## src/rtl/wbu_chanmux.sv

```systemverilog
// Shares one 8-bit serial link among NCHAN 7-bit byte channels: bit7=1 bytes select a channel,
// bit7=0 bytes carry data. Round-robin tx arbitration with burst limit, rx demux, off-until-accessed gate.
module wbu_chanmux #(
    parameter int                NCHAN              = 4,
    parameter int                LGCHAN             = 2,
    parameter int                MAX_BURST          = 16,
    parameter logic [NCHAN-1:0]  OFF_UNTIL_ACCESSED = '0,
    parameter int                RX_DEFAULT_CHAN    = 0
) (
    input  logic                 i_clk,
    input  logic                 i_reset,
    input  logic                 i_rx_stb,
    input  logic [7:0]           i_rx_data,
    output logic                 o_tx_stb,
    output logic [7:0]           o_tx_data,
    input  logic                 i_tx_busy,
    input  logic [NCHAN-1:0]     i_ch_stb,
    input  logic [7*NCHAN-1:0]   i_ch_data,
    output logic [NCHAN-1:0]     o_ch_busy,
    output logic [NCHAN-1:0]     o_ch_stb,
    output logic [6:0]           o_ch_data,
    output logic                 o_rx_drop
);
    localparam int             BW   = $clog2(MAX_BURST + 2);
    localparam logic [BW-1:0]  MAXB = BW'(MAX_BURST);

    logic              r_tx_stb;
    logic [7:0]        r_tx_data;
    logic              r_tx_valid;
    logic [LGCHAN-1:0] r_tx_chan;
    logic [BW-1:0]     r_burst;
    logic [NCHAN-1:0]  r_active;
    logic [LGCHAN-1:0] r_rx_chan;
    logic              r_rx_valid;
    logic [NCHAN-1:0]  r_ch_stb;
    logic [6:0]        r_ch_data;
    logic              r_rx_drop;

    logic [NCHAN-1:0]  w_req;
    logic              w_sole;
    logic              w_cont;
    logic              w_found;
    logic [LGCHAN-1:0] w_pick;
    logic [6:0]        w_cur_data;
    logic              w_load_data;
    logic              w_load_sel;
    logic              w_rx_sel_ok;

    assign w_req  = i_ch_stb & r_active;
    assign w_sole = (w_req == (NCHAN'(1) << r_tx_chan));
    assign w_cont = r_tx_valid && w_req[r_tx_chan]
                    && ((MAX_BURST == 0) || (r_burst < MAXB) || w_sole);

    // Round-robin search starts just after the current channel (or at 0 before any select).
    always_comb begin
        int base;
        int idx;
        w_found = 1'b0;
        w_pick  = '0;
        base    = r_tx_valid ? int'(r_tx_chan) + 1 : 0;
        idx     = 0;
        for (int i = 0; i < NCHAN; i++) begin
            idx = (base + i) % NCHAN;
            if (!w_found && w_req[idx[LGCHAN-1:0]]) begin
                w_found = 1'b1;
                w_pick  = idx[LGCHAN-1:0];
            end
        end
    end

    always_comb begin
        w_cur_data = '0;
        for (int k = 0; k < NCHAN; k++) begin
            if (k == int'(r_tx_chan)) w_cur_data = i_ch_data[7*k +: 7];
        end
    end

    assign w_load_data = !r_tx_stb && w_cont;
    assign w_load_sel  = !r_tx_stb && !w_cont && w_found;

    always_comb begin
        o_ch_busy = w_req;
        if (w_load_data) o_ch_busy[r_tx_chan] = 1'b0;
    end

    always_ff @(posedge i_clk) begin
        if (i_reset) begin
            r_tx_stb   <= 1'b0;
            r_tx_data  <= '0;
            r_tx_valid <= 1'b0;
            r_tx_chan  <= '0;
            r_burst    <= '0;
        end else if (r_tx_stb) begin
            if (!i_tx_busy) r_tx_stb <= 1'b0;
        end else if (w_load_data) begin
            r_tx_stb  <= 1'b1;
            r_tx_data <= {1'b0, w_cur_data};
            if (r_burst < MAXB) r_burst <= r_burst + 1'b1;
        end else if (w_load_sel) begin
            r_tx_stb   <= 1'b1;
            r_tx_data  <= 8'h80 | 8'(w_pick);
            r_tx_valid <= 1'b1;
            r_tx_chan  <= w_pick;
            r_burst    <= '0;
        end
    end

    assign w_rx_sel_ok = (i_rx_data[6:0] < 7'(NCHAN));

    always_ff @(posedge i_clk) begin
        if (i_reset) begin
            r_rx_chan  <= LGCHAN'(RX_DEFAULT_CHAN);
            r_rx_valid <= 1'b1;
            r_active   <= ~OFF_UNTIL_ACCESSED;
            r_ch_stb   <= '0;
            r_ch_data  <= '0;
            r_rx_drop  <= 1'b0;
        end else begin
            r_ch_stb  <= '0;
            r_rx_drop <= 1'b0;
            if (i_rx_stb) begin
                if (!i_rx_data[7]) begin
                    if (r_rx_valid) begin
                        r_ch_stb  <= NCHAN'(1) << r_rx_chan;
                        r_ch_data <= i_rx_data[6:0];
                    end else begin
                        r_rx_drop <= 1'b1;
                    end
                end else if (w_rx_sel_ok) begin
                    r_rx_chan                           <= i_rx_data[LGCHAN-1:0];
                    r_rx_valid                          <= 1'b1;
                    r_active[i_rx_data[LGCHAN-1:0]]     <= 1'b1;
                end else begin
                    r_rx_valid <= 1'b0;
                    r_rx_drop  <= 1'b1;
                end
            end
        end
    end

    assign o_tx_stb  = r_tx_stb;
    assign o_tx_data = r_tx_data;
    assign o_ch_stb  = r_ch_stb;
    assign o_ch_data = r_ch_data;
    assign o_rx_drop = r_rx_drop;
endmodule
```

## config.mk

```make
export PLATFORM = sky130hd
export DESIGN_NAME = wbu_chanmux
export DESIGN_NICKNAME = d
export VERILOG_FILES = /design/src/rtl/wbu_chanmux.sv
export SDC_FILE = /design/constraint.sdc
export NUM_CORES = 1
export LEC_CHECK = 0
export CELL_PAD_IN_SITES_DETAIL_PLACEMENT = 1
export CELL_PAD_IN_SITES_GLOBAL_PLACEMENT = 2
export CORE_MARGIN = 2
export CORE_UTILIZATION = 25
export DETAILED_ROUTE_END_ITERATION = 10
export PLACE_DENSITY_LB_ADDON = 0.3
export RECOVER_POWER = 100
export SYNTH_ARGS = -nofsm -noshare
export SYNTH_HDL_FRONTEND = slang
export SYNTH_SLANG_ARGS = --single-unit
```

## constraint.sdc

```tcl
create_clock -name i_clk -period 3.5 [get_ports i_clk]
set_input_delay 0.525 -clock i_clk [delete_from_list [all_inputs] [get_ports i_clk]]
set_output_delay 0.525 -clock i_clk [all_outputs]
set_load 0.01 [all_outputs]
```

==> reports/results.txt <==
Ys async rst share -> 0%
Synthesized area per cell -> 8.45 µm²
GRT Total Usage -> 14.3%
Worst setup margin -> 0.121 ns
Gp weighted congestion -> 0.895
FP Rows -> 31
Maximum VDD drop -> 0.000161 V
Worst Path Required -> 2.97 ns
Post-Route WL -> 6.07 mm
Leading cell types in the layout, fill and taps excluded -> 43 x clkdlybuf4s50_1, 36 x dfxtp_1, 25 x nor2_1, 25 x dlygate4sd3_1, 21 x nand2_1
Worst min-delay path class -> flop to flop
Worst rel slew slack -> 54.5%
Port Buffers -> 68
Area Growth Syn to Fin -> 50.9%
Switch Pwr -> 346 µW
Vias per cell -> 4.85
Vias in the first global route -> 1965
Crit path cell chain -> clkdlybuf4s50_1 > and2_0 > ha_1 > nand3_1 > o31a_1 > nor4_4 > mux2_2 > clkdlybuf4s50_1
Final Slew Violations -> 0
Clk root buf -> clkbuf_8
Global route total overflow -> 0
CP most frequent cell -> clkdlybuf4s50_1
Startpoint types -> input port
Internal -> 797 µW
H-tree levels -> 2
Worst reg-to-reg path cell count -> 10
Die area -> 0.00839 mm²
Tightest hold margin -> 0.451 ns
Diode count -> 0
Min-delay src -> o_tx_data[5]
Crit path depth -> 8
Final Hold Violating Endpoints -> 0
ANT nets after route -> 0
Via Count -> 1980
Clock power share -> 27.4%
Total CTS buffers -> 5
Cells after synthesis -> 227
Synth Flop Type -> dfxtp_1
P per Cell Area -> 395 mW/mm²
Crit path buf inv count -> 2
Synth top area share -> 37.6%
Clock latency on the worst-skew pair -> 0.28 ns
Flop-to-flop setup slack -> 0.81 ns
First-pass GRT wire length -> 9.63 mm
Switch share -> 30.3%
Residual DRC -> 0
DRT Pass-1 Iters -> 4
CP max stage delay -> 0.48 ns
Sequential area share after synthesis -> 37.6%
Number of synthesized register bits -> 36
Clock slew at reported path FFs -> 0.07 ns
Max_cap viols -> 0
Layout Nets -> 361
EDFF count, synth -> 0
Top cell family by delay on the critical path -> buffers and inverters
Register share of total power -> 39.6%
LEAKAGE -> 1.20 nW
Crit-path slowest cell -> clkdlybuf4s50_1
Status -> complete, no violations
Share of layout cells above drive strength 1 -> 10.4%
Hold EP -> o_tx_data[5]
Leading cell types by total area after synthesis -> dfxtp_1 38%, ha_1 5.2%, nor2_1 4.9%
CP startpoint -> i_ch_stb[1]
Tightest Pin Transition -> 0.679 ns
Syn nets -> 279
Highest Clock Rate -> 0.296 GHz
Clock period minus worst slack -> 3.38 ns
Final setup fails -> 0
CTS tree -> done
R2R Path End -> o_tx_data[1]
Post-Syn Area -> 0.00192 mm²
Most common cell after layout, fill and taps aside -> clkdlybuf4s50_1
Comb power frac -> 32.9%
Crit Path Max Fanout -> 3
Clock sinks -> 36
Pin count of the biggest net entering global routing -> 15
Chip Width -> 91.6 µm
Hold Crit Depth -> 2
Clock skew -> 0.00424 ns
Synth warnings -> 0
RSZ-0062 raised after global routing -> no
DR WL/cell -> 14.9 µm
DRT iter0 DRCs -> 75
Post-Place Setup Slack -> -0.0670 ns
Tcrit/Tclk final -> 96.5%
Worst EP arrival -> 2.85 ns
# IOs -> 69
Pwr Total -> 1.14 mW
Starting density of the core -> 26.2%
Reg2reg start -> r_tx_chan[1]
Clk buf depth -> 2
CP endpoint kind -> primary output
Critical path type -> input port to primary output
CORE AREA -> 0.00733 mm²
Post-synth top area cell -> dfxtp_1
Die Ht -> 91.6 µm
Distinct cell type count after synthesis -> 56
Dpl hpwl -> 4.77 mm
Initial antenna violation count -> 0
[metrics by stage]
step,cell area (µm²),TNS (ns),std cells,util [%]
after floorplan,1920,0,227,-
after global placement,2800,-0.0328,400,38.2
after detailed placement,2800,-0.175,400,38.2
after CTS,2910,0,407,39.7
after global routing,2890,0,408,39.5
final,2890,0,408,39.5
[Yosys cell counts (3+ instances only)]
cell type and number:
a21oi_1 11, a221oi_1 8, a31oi_1 3, clkbuf_1 8, dfxtp_1 36, ha_1 8
inv_1 14, mux2i_1 8, nand2_1 21, nand2b_1 4, nand3_1 6, nor2_1 25
nor3_1 7, o21ai_0 13, o31ai_1 5
[registers in the layout, indices dropped and copies added, names as in the netlist]
name / cells
o_tx_data: 8
r_active: 4
o_ch_stb: 4
o_tx_stb: 1
r_tx_chan: 2
o_rx_drop: 1
r_rx_chan: 2
o_ch_data: 7
r_burst: 5
r_rx_valid: 1
r_tx_valid: 1
[routing by layer]
metal | global-route usage [%] | wire length (µm)
met3 | 3.32 | 278
met2 | 23.2 | 2860
met1 | 19.1 | 2900
met4 | 3.41 | 34
met5 | 0 | 0
[area by class of cell]
type,count,area (µm²)
clock buffer,7,96.3
fill,858,4440
inverter,15,56.3
multi-input combinational,165,1080
sequential,36,721
tap,99,124
timing repair buffer,86,816
[power by group through the flow]
stage	Combinational, mW	Clock, mW	Sequential [mW]
2_1_floorplan	0.205	0	0.463
3_3_place_gp	0.385	0	0.462
3_5_place_dp	0.386	0	0.463
4_1_cts	0.390	0.324	0.455
5_1_grt	0.413	0.341	0.456
6_report	0.376	0.313	0.453
[worst max-delay path by stage]
stage                              end  slack [ns]
after floorplan           o_ch_busy[1]        0.36
after global placement    o_ch_busy[2]       -0.02
after detailed placement  o_ch_busy[3]       -0.07
after CTS                 o_ch_busy[3]        0.03
after global routing      o_ch_busy[3]        0.01
final                     o_ch_busy[1]        0.12
[worst register-to-register path, delay by kind of cell (launching register included)]
family / cells / cell delay, ns
AOI/OAI and AO/OA: 4 / 1.29
DFF: 1 / 0.36
adders and majority gates: 2 / 0.47
and+or+nand+nor: 1 / 0.07
buffers and inverters: 3 / 0.37
[timing repair]
action / 4_1_cts / 5_1_grt
pin swaps: 0 / 1
endpoints found under the setup margin: 3 / 3
buffers inserted: 0 / 1
hold buffers: 0 / 0
gates resized for setup: 1 / 0
[cell families after synthesis]
group           count (synthesis)  synth area share [%]
compound gates                 63                  24.1
xor+xnor                        1                 0.457
fa+ha+maj                       8                  5.22
buf+inv                        26                  5.41
flops                          36                  37.6
mux                             9                  4.76
simple gates                   84                  22.4
No activity file was read; power rests on OpenSTA's default activity.
